<file path="config.mk">
export PLATFORM = sky130hd
export DESIGN_NAME = text_draw_seq_flat
export DESIGN_NICKNAME = d
export VERILOG_FILES = /design/src/rtl/text_draw_seq_if.sv /design/src/rtl/text_draw_seq.sv /design/src/flat_wrapper.sv
export SDC_FILE = /design/constraint.sdc
export NUM_CORES = 1
export LEC_CHECK = 0
export CELL_PAD_IN_SITES_DETAIL_PLACEMENT = 0
export CELL_PAD_IN_SITES_GLOBAL_PLACEMENT = 2
export CORE_MARGIN = 4
export CORE_UTILIZATION = 27
export DETAILED_ROUTE_END_ITERATION = 7
export PLACE_DENSITY_LB_ADDON = 0.15
export SETUP_SLACK_MARGIN = 0.2
export SYNTH_ARGS = -nofsm -noshare
export SYNTH_HDL_FRONTEND = slang
export SYNTH_SLANG_ARGS = --single-unit
</file>
<file path="constraint.sdc">
create_clock -name clk -period 2.55 [get_ports clk]
set_input_delay 0.255 -clock clk [delete_from_list [all_inputs] [get_ports clk]]
set_output_delay 0.255 -clock clk [all_outputs]
set_load 0.05 [all_outputs]
</file>
<file path="src/rtl/text_draw_seq_if.sv">
`default_nettype none
// ============================================================================
// Module   : text_draw_seq_if
// Brief    : Request, glyph-lookup and pixel-write signals of text_draw_seq.
// Revision : 1.0
// ============================================================================
interface text_draw_seq_if #(
  parameter int MAX_CHARS = 8
) ();
  logic                   start;
  logic [7:0]             str_x;
  logic [7:0]             str_y;
  logic [3:0]             str_len;
  logic [6*MAX_CHARS-1:0] str_codes;
  logic                   busy;
  logic                   done;
  logic [5:0]             glyph_code;
  logic [7:0]             glyph_dx;
  logic [7:0]             glyph_dy;
  logic [5:0]             glyph_colour;
  logic                   glyph_en;
  logic [7:0]             plot_x;
  logic [7:0]             plot_y;
  logic [5:0]             plot_colour;
  logic                   plot;
  logic                   plot_ready;

  modport master (
    output start, str_x, str_y, str_len, str_codes, glyph_colour, glyph_en, plot_ready,
    input  busy, done, glyph_code, glyph_dx, glyph_dy, plot_x, plot_y, plot_colour, plot
  );

  modport slave (
    input  start, str_x, str_y, str_len, str_codes, glyph_colour, glyph_en, plot_ready,
    output busy, done, glyph_code, glyph_dx, glyph_dy, plot_x, plot_y, plot_colour, plot
  );
endinterface
`default_nettype wire

</file>
<file path="src/rtl/text_draw_seq.sv">
`default_nettype none
// ============================================================================
// Module   : text_draw_seq
// Brief    : Walks the pixels of a glyph string and emits frame-buffer writes.
// Revision : 1.0
// ============================================================================
module text_draw_seq #(
  parameter int         CELL_W    = 8,
  parameter int         CELL_H    = 10,
  parameter int         MAX_CHARS = 8,
  parameter int         FILL_BG   = 0,
  parameter logic [5:0] BG_COLOUR = 6'b000000
) (
  input  wire logic      clk,
  input  wire logic      reset,
  text_draw_seq_if.slave bus
);
  localparam logic [1:0] S_IDLE   = 2'd0;
  localparam logic [1:0] S_LOOKUP = 2'd1;
  localparam logic [1:0] S_EMIT   = 2'd2;
  localparam logic [1:0] S_DONE   = 2'd3;

  localparam int         CODES_W     = 6 * MAX_CHARS;
  localparam logic [7:0] C_CELL_W    = 8'(CELL_W);
  localparam logic [7:0] C_LAST_DX   = 8'(CELL_W - 1);
  localparam logic [7:0] C_LAST_DY   = 8'(CELL_H - 1);
  localparam logic [7:0] C_MAX_CHARS = 8'(MAX_CHARS);

  logic [1:0]         r_state;
  logic [1:0]         w_state_nxt;
  logic [7:0]         r_cell_x;
  logic [7:0]         r_str_y;
  logic [7:0]         r_dx;
  logic [7:0]         r_dy;
  logic [7:0]         r_idx;
  logic [7:0]         r_n;
  logic [CODES_W-1:0] r_codes;
  logic [7:0]         r_plot_x;
  logic [7:0]         r_plot_y;
  logic [5:0]         r_plot_colour;

  logic [7:0] w_n;
  logic       w_take;
  logic       w_adv;
  logic       w_last_dx;
  logic       w_last_dy;
  logic       w_last_pix;
  logic       w_busy;
  logic       w_done;
  logic       w_plot;

  assign w_n        = ({4'd0, bus.str_len} > C_MAX_CHARS) ? C_MAX_CHARS : {4'd0, bus.str_len};
  assign w_take     = bus.glyph_en || (FILL_BG != 0);
  assign w_last_dx  = (r_dx == C_LAST_DX);
  assign w_last_dy  = (r_dy == C_LAST_DY);
  assign w_last_pix = w_last_dx && w_last_dy && (r_idx == r_n - 8'd1);
  assign w_adv      = ((r_state == S_LOOKUP) && !w_take) ||
                      ((r_state == S_EMIT) && bus.plot_ready);

  always_ff @(posedge clk) begin
    if (reset) begin
      r_state <= S_IDLE;
    end else begin
      r_state <= w_state_nxt;
    end
  end

  always_comb begin
    w_state_nxt = r_state;
    case (r_state)
      S_IDLE:   if (bus.start) w_state_nxt = (w_n == 8'd0) ? S_DONE : S_LOOKUP;
      S_LOOKUP: if (w_take) w_state_nxt = S_EMIT;
                else        w_state_nxt = w_last_pix ? S_DONE : S_LOOKUP;
      S_EMIT:   if (bus.plot_ready) w_state_nxt = w_last_pix ? S_DONE : S_LOOKUP;
      default:  w_state_nxt = S_IDLE;
    endcase
  end

  always_comb begin
    w_busy = 1'b1;
    w_done = 1'b0;
    w_plot = 1'b0;
    case (r_state)
      S_IDLE:  w_busy = 1'b0;
      S_EMIT:  w_plot = 1'b1;
      S_DONE:  w_done = 1'b1;
      default: ;
    endcase
  end

  // The current cell's code always sits in the low six bits; moving to the
  // next cell shifts the latched codes down and bumps the cell x-origin.
  always_ff @(posedge clk) begin
    if (reset) begin
      r_cell_x      <= 8'd0;
      r_str_y       <= 8'd0;
      r_dx          <= 8'd0;
      r_dy          <= 8'd0;
      r_idx         <= 8'd0;
      r_n           <= 8'd0;
      r_codes       <= '0;
      r_plot_x      <= 8'd0;
      r_plot_y      <= 8'd0;
      r_plot_colour <= 6'd0;
    end else begin
      if ((r_state == S_IDLE) && bus.start) begin
        r_cell_x <= bus.str_x;
        r_str_y  <= bus.str_y;
        r_codes  <= bus.str_codes;
        r_n      <= w_n;
        r_idx    <= 8'd0;
        r_dx     <= 8'd0;
        r_dy     <= 8'd0;
      end
      if ((r_state == S_LOOKUP) && w_take) begin
        r_plot_x      <= r_cell_x + r_dx;
        r_plot_y      <= r_str_y + r_dy;
        r_plot_colour <= bus.glyph_en ? bus.glyph_colour : BG_COLOUR;
      end
      if (w_adv) begin
        if (!w_last_dx) begin
          r_dx <= r_dx + 8'd1;
        end else begin
          r_dx <= 8'd0;
          if (!w_last_dy) begin
            r_dy <= r_dy + 8'd1;
          end else begin
            r_dy     <= 8'd0;
            r_idx    <= r_idx + 8'd1;
            r_cell_x <= r_cell_x + C_CELL_W;
            r_codes  <= r_codes >> 6;
          end
        end
      end
    end
  end

  assign bus.busy        = w_busy;
  assign bus.done        = w_done;
  assign bus.plot        = w_plot;
  assign bus.plot_x      = r_plot_x;
  assign bus.plot_y      = r_plot_y;
  assign bus.plot_colour = r_plot_colour;
  assign bus.glyph_code  = r_codes[5:0];
  assign bus.glyph_dx    = r_dx;
  assign bus.glyph_dy    = r_dy;
endmodule
`default_nettype wire

</file>
<file path="src/flat_wrapper.sv">
// flat-port wrapper written by rule: the top's interface ports become plain ports
module text_draw_seq_flat 
#(
  parameter int         CELL_W    = 8,
  parameter int         CELL_H    = 10,
  parameter int         MAX_CHARS = 8,
  parameter int         FILL_BG   = 0,
  parameter logic [5:0] BG_COLOUR = 6'b000000
)
  (clk, reset, bus_start, bus_str_x, bus_str_y, bus_str_len, bus_str_codes, bus_glyph_colour, bus_glyph_en, bus_plot_ready, bus_busy, bus_done, bus_glyph_code, bus_glyph_dx, bus_glyph_dy, bus_plot_x, bus_plot_y, bus_plot_colour, bus_plot);
  text_draw_seq_if #(.MAX_CHARS(MAX_CHARS)) bus_i ();
  input  wire logic clk;
  input  wire logic reset;
  input wire logic [$bits(bus_i.start)-1:0] bus_start;
  input wire logic [$bits(bus_i.str_x)-1:0] bus_str_x;
  input wire logic [$bits(bus_i.str_y)-1:0] bus_str_y;
  input wire logic [$bits(bus_i.str_len)-1:0] bus_str_len;
  input wire logic [$bits(bus_i.str_codes)-1:0] bus_str_codes;
  input wire logic [$bits(bus_i.glyph_colour)-1:0] bus_glyph_colour;
  input wire logic [$bits(bus_i.glyph_en)-1:0] bus_glyph_en;
  input wire logic [$bits(bus_i.plot_ready)-1:0] bus_plot_ready;
  output wire logic [$bits(bus_i.busy)-1:0] bus_busy;
  output wire logic [$bits(bus_i.done)-1:0] bus_done;
  output wire logic [$bits(bus_i.glyph_code)-1:0] bus_glyph_code;
  output wire logic [$bits(bus_i.glyph_dx)-1:0] bus_glyph_dx;
  output wire logic [$bits(bus_i.glyph_dy)-1:0] bus_glyph_dy;
  output wire logic [$bits(bus_i.plot_x)-1:0] bus_plot_x;
  output wire logic [$bits(bus_i.plot_y)-1:0] bus_plot_y;
  output wire logic [$bits(bus_i.plot_colour)-1:0] bus_plot_colour;
  output wire logic [$bits(bus_i.plot)-1:0] bus_plot;
  assign bus_i.start = bus_start;
  assign bus_i.str_x = bus_str_x;
  assign bus_i.str_y = bus_str_y;
  assign bus_i.str_len = bus_str_len;
  assign bus_i.str_codes = bus_str_codes;
  assign bus_i.glyph_colour = bus_glyph_colour;
  assign bus_i.glyph_en = bus_glyph_en;
  assign bus_i.plot_ready = bus_plot_ready;
  assign bus_busy = bus_i.busy;
  assign bus_done = bus_i.done;
  assign bus_glyph_code = bus_i.glyph_code;
  assign bus_glyph_dx = bus_i.glyph_dx;
  assign bus_glyph_dy = bus_i.glyph_dy;
  assign bus_plot_x = bus_i.plot_x;
  assign bus_plot_y = bus_i.plot_y;
  assign bus_plot_colour = bus_i.plot_colour;
  assign bus_plot = bus_i.plot;
  text_draw_seq #(.CELL_W(CELL_W), .CELL_H(CELL_H), .MAX_CHARS(MAX_CHARS), .FILL_BG(FILL_BG), .BG_COLOUR(BG_COLOUR)) u_core (.clk(clk), .reset(reset), .bus(bus_i));
endmodule
</file>
Yosys cells after proc, flatten, opt, wreduce, memory -nomap -nowiden
Index checks and enable logic that the tools add are counted.
- muxes and demuxes: 30
- $add $sub $neg: 7
- reduce and logical (&&, ||, !) cells: 12
- equality and inequality tests: 8
- magnitude comparators: 1
- operators with widths (kind ; count):
    48-bit 2-to-1 mux ; 4
    8-bit 2-to-1 mux ; 15
    8-bit by 1-bit adder with 8-bit output (second input constant) ; 3
    8-bit adder ; 2
    2-bit 2-to-1 mux ; 5
    8-bit by 4-bit adder with 8-bit output (second input constant) ; 1
    8-bit by 3-bit equality test with 1-bit output (second input constant) ; 1
    8-bit by 4-bit equality test with 1-bit output (second input constant) ; 1
    8-bit equality test ; 1
    8-bit zero test ; 1
    8-bit by 1-bit subtractor with 8-bit output (second input constant) ; 1
    1-bit logical AND ; 6
    6-bit 2-to-1 mux ; 1
    2-bit one-hot mux with 3 select lines ; 1
    2-bit equality test (second input constant) ; 2
    4-bit > comparator (second input constant) ; 1
    4-bit 2-to-1 mux ; 1
    2-bit inequality test (second input constant) ; 2
    1-bit 2-to-1 mux ; 3
    2-bit by 1-bit equality test with 1-bit output (second input constant) ; 1
    2-bit zero test ; 1
    2-bit AND reduction ; 1
    2-bit nonzero test ; 1
    1-bit zero test ; 1
    1-bit logical OR ; 1
- logic and storage cells: 69
- bits of input ports: 79
- register bits: 120

Longest topological paths before layout
- word-level depth: 6
- depth in mapped cells: 9
- gate-level depth less buffers: 8

Worst setup path after synthesis
No wires, ideal clock.
- kind: reg-to-reg
- from: register u_core.r_dy[0], in the netlist u_core.bus.glyph_dy[0]
- to: register u_core.r_idx[5]
- clock period less this slack: 2845 ps
- stages on the path, launching flop included: 8
- data arrival time: 2717 ps
- path buffers: 1
- library setup time: 128 ps
- setup slack: -295 ps
- path through: dfxtp_1 -> ha_1 -> or4b_4 -> or4b_4 -> buf_6 -> or4_1 -> xor2_1 -> nor2_1
- word-level cells in the longest chain between the ends: 4
- RTL lines (what ; RTL line ; RTL):
    from (decl) ; text_draw_seq.sv:34 ; logic [7:0] r_dy;
    from (signal assigned) ; text_draw_seq.sv:126 ; r_dy <= r_dy + 8'd1;
    8-bit by 4-bit equality test with 1-bit output ; text_draw_seq.sv:55 ; assign w_last_dy = (r_dy == C_LAST_DY);
    8-bit 2-to-1 mux ; text_draw_seq.sv:125 ; if (!w_last_dy) begin
    8-bit 2-to-1 mux ; text_draw_seq.sv:121 ; if (!w_last_dx) begin
    8-bit 2-to-1 mux ; text_draw_seq.sv:120 ; if (w_adv) begin
    to (signal assigned) ; text_draw_seq.sv:129 ; r_idx <= r_idx + 8'd1;
    to (decl) ; text_draw_seq.sv:35 ; logic [7:0] r_idx;
Every way passes these cells.
A chain may end at the register's enable or synchronous reset.

Final worst setup path
- from: register u_core.r_dy[1], in the netlist u_core.bus.glyph_dy[1]
- to: register u_core.r_idx[5]
The elaborated chain is that of the path after synthesis.

==> results.cfg <==
[floorplanning]
fp.dieH_um = 154.1
start_util_pct = 27.43
die_w_um = 154.1
num_io_pins = 126
core_area_sq_um = 21020
fp.dieArea_sq_um = 23760
rows = 53

[power_and_ir_drop]
seqPwrFrac_pct = 39.1
p_clk_share_pct = 47.6
p_comb_share_pct = 13.2
leakage_nw = 3.074
power_switching_mw = 1.313
sw_frac_of_total_pct = 26.16
p_total_mw = 5.020
ir_drop_mv = 0.4734
p_int_mw = 3.706
power.density_nw_per_um2 = 628.7

[cts]
cts_tree = built
cts_root_buf = clkbuf_16
insertion_delay_ps = 410
clk_pin_slew_ps = 60
clock_path_buffers = 2
cts_buffers = 17
hold_buffers = 0
htreeDepth = 4
clkSinkCount = 116

[logic_synthesis]
synth-main-ff-cell = dfxtp_1
synth.most_common_cell = dfxtp_1
ys_warn_count = 0
synthCells = 675
ys_top_cells_by_area = dfxtp_1, mux2i_1, a211oi_1
synth_top_area_cell = dfxtp_1
synth_area_sq_um = 5766
synth-edff-count = 0
synth_top_area_share_pct = 40.28
ys_seq_elements = 116
synth.avg_cell_area_sq_um = 8.542
yosys-top-cells-count = dfxtp_1, nand2_1, nor2_1, a21oi_1, a211oi_1
synth.distinct_cells = 54
yosysSeqAreaShare_pct = 40.28
ys_async_sr_fraction_pct = 0
synth.net_count = 777

[worst_setup_path]
critical_path_buf_inv_count = 1
path_delay_family = simple AND/OR/NAND/NOR gates
crit_fanout = 6
slowest_stage = or4b_4
worstSetupStartpointType = flop
crit_type = flop to flop
cp_data_required_time_ps = 2840
cpPeakStageDelay_ps = 570
path_common_cell = or4b_4
end_kind = flop
arrival_ps = 2600
path_cells = inv_4 > ha_4 > or4b_4 > or4b_4 > or4_4 > xor2_1 > nor2_1

[run]
cap_violations = 0

[drt]
drt_iter0_drc = 200
vias = 5266
dr.pass1.iters = 6
top_layer_used = met5
route.met3.wl_um = 1186
ant_nets = 0
met1Wirelength_um = 7855
met2WireLength_um = 7944
route.detailed.drc = 0
viasPerCell = 4.880
drt_wl_total_um = 17250
wire_per_inst_um = 15.98

[grt]
grt_usage_pct = 14.53
grt_max_degree = 90
grt_pass1_vias = 5353
grt_pass1_wl_um = 28150
grt.overflow.total = 0
antenna_found_initial = 2

[worst_hold_path]
hold_class = input port to flop

[timing]
setup_viol = 0
tightest_slew_ps = 632.7
fmax_ghz = 0.4316
fin_setup_tns_ps = 0
slew_viol_final = 0
relSlewSlack_pct = 57.82
setup_ws_ps = 233.0
period_share_pct = 90.86
fin_skew_ps = 8.361
finalHoldViolations = 0
min_period_ps = 2317
grt_setup_unrepaired = true

[layout]
layout.nets = 893
drive_gt1_share_pct = 9.453
antenna_cells = 0
syn_to_final_growth_pct = 38.48

[outcome]
status = completed

[placed_design]
place.port_buffers = 125
gp_congestion = 0.7558
hpwl_um = 12250
dp_worst_setup_slack_ps = 128.6
==> cells by family after synthesis <==
family / synth area share (%)
AOI/OAI and AO/OA: 18.25
buffers and inverters: 4.883
xor gates and xnor gates: 2.734
DFF: 40.28
adders and majority gates: 5.252
muxes: 7.465
and+or+nand+nor: 21.14
==> power by group through the flow <==
stage,clock [mW],sequential (mW),combinational (mW)
2_1_floorplan,0,2.03,0.365
3_3_place_gp,0,2.01,0.662
3_5_place_dp,0,2.00,0.669
4_1_cts,2.45,1.97,0.674
5_1_grt,2.53,1.98,0.728
6_report,2.39,1.97,0.663
==> sequential cells by signal, indices dropped and copies added, names as in the netlist <==
name                    count
u_core.r_cell_x             8
u_core.r_str_y              8
u_core.bus.plot_colour      6
u_core.bus.glyph_dx         8
u_core.r_codes             48
u_core.bus.plot_y           8
u_core.r_n                  4
u_core.bus.plot_x           8
u_core.r_idx                8
u_core.r_state              2
u_core.bus.glyph_dy         8
==> final timing paths <==
check | startpoint | end | slack [ps] | cells past startpoint
worst max register to register | u_core.bus.glyph_dy[1]$_SDFF_PP0_ | u_core.r_idx[5]$_SDFF_PP0_ | 230 | 7
worst min register to register | u_core.bus.plot_y[2]$_SDFFE_PP0P_ | u_core.bus.plot_y[2]$_SDFFE_PP0P_ | 450 | 2
worst max-delay path | u_core.bus.glyph_dy[1]$_SDFF_PP0_ | u_core.r_idx[5]$_SDFF_PP0_ | 230 | 7
worst min-delay path | reset | u_core.bus.glyph_dy[1]$_SDFF_PP0_ | 350 | 2
==> stage by stage <==
step	hold slack, ps	instances	utilization, %	instance area (sq um)
floorplan	391.0	675	-	5801
global placement	441.7	1043	34.89	7335
global route	359.7	1079	37.98	7984
finish	350.9	1079	37.98	7984
detailed placement	450.7	1043	34.89	7335
CTS	335.0	1077	37.77	7940
==> cells in the final DEF, fill, tap and decap left out, types with 19 or more instances in the layout <==
cell type        count
a21oi_1             52
dfxtp_1            109
nor2_1              65
nand2_1             81
ha_1                20
nor3_1              19
clkdlybuf4s50_1    122
mux2i_1             43
a211oi_1            45
buf_4               20
==> timing repair <==
action / CTS / global route
gates cloned: 0 / 0
gates resized for setup: 1 / 7
endpoints found under the setup margin: 9 / 30
setup buffers: 2 / 2
pin swaps: 1 / 3
==> metal layers <==
metal,vias to the layer above,track usage [%]
met5,-,0
met4,4,4.626
met3,18,5.038
met2,143,23.56
met1,2435,18.13
li1,2666,-
==> cell type report <==
cell class	instances	area, sq um
Multi-Input combinational cell	493	3208
Inverter	16	62.56
Sequential cell	116	2336
Clock inverter	12	128.9
Timing Repair Buffer	147	1448
Fill cell	2115	13040
Clock buffer	20	456.7
Tap cell	275	344.1
No activity file was read; power rests on OpenSTA's default activity.
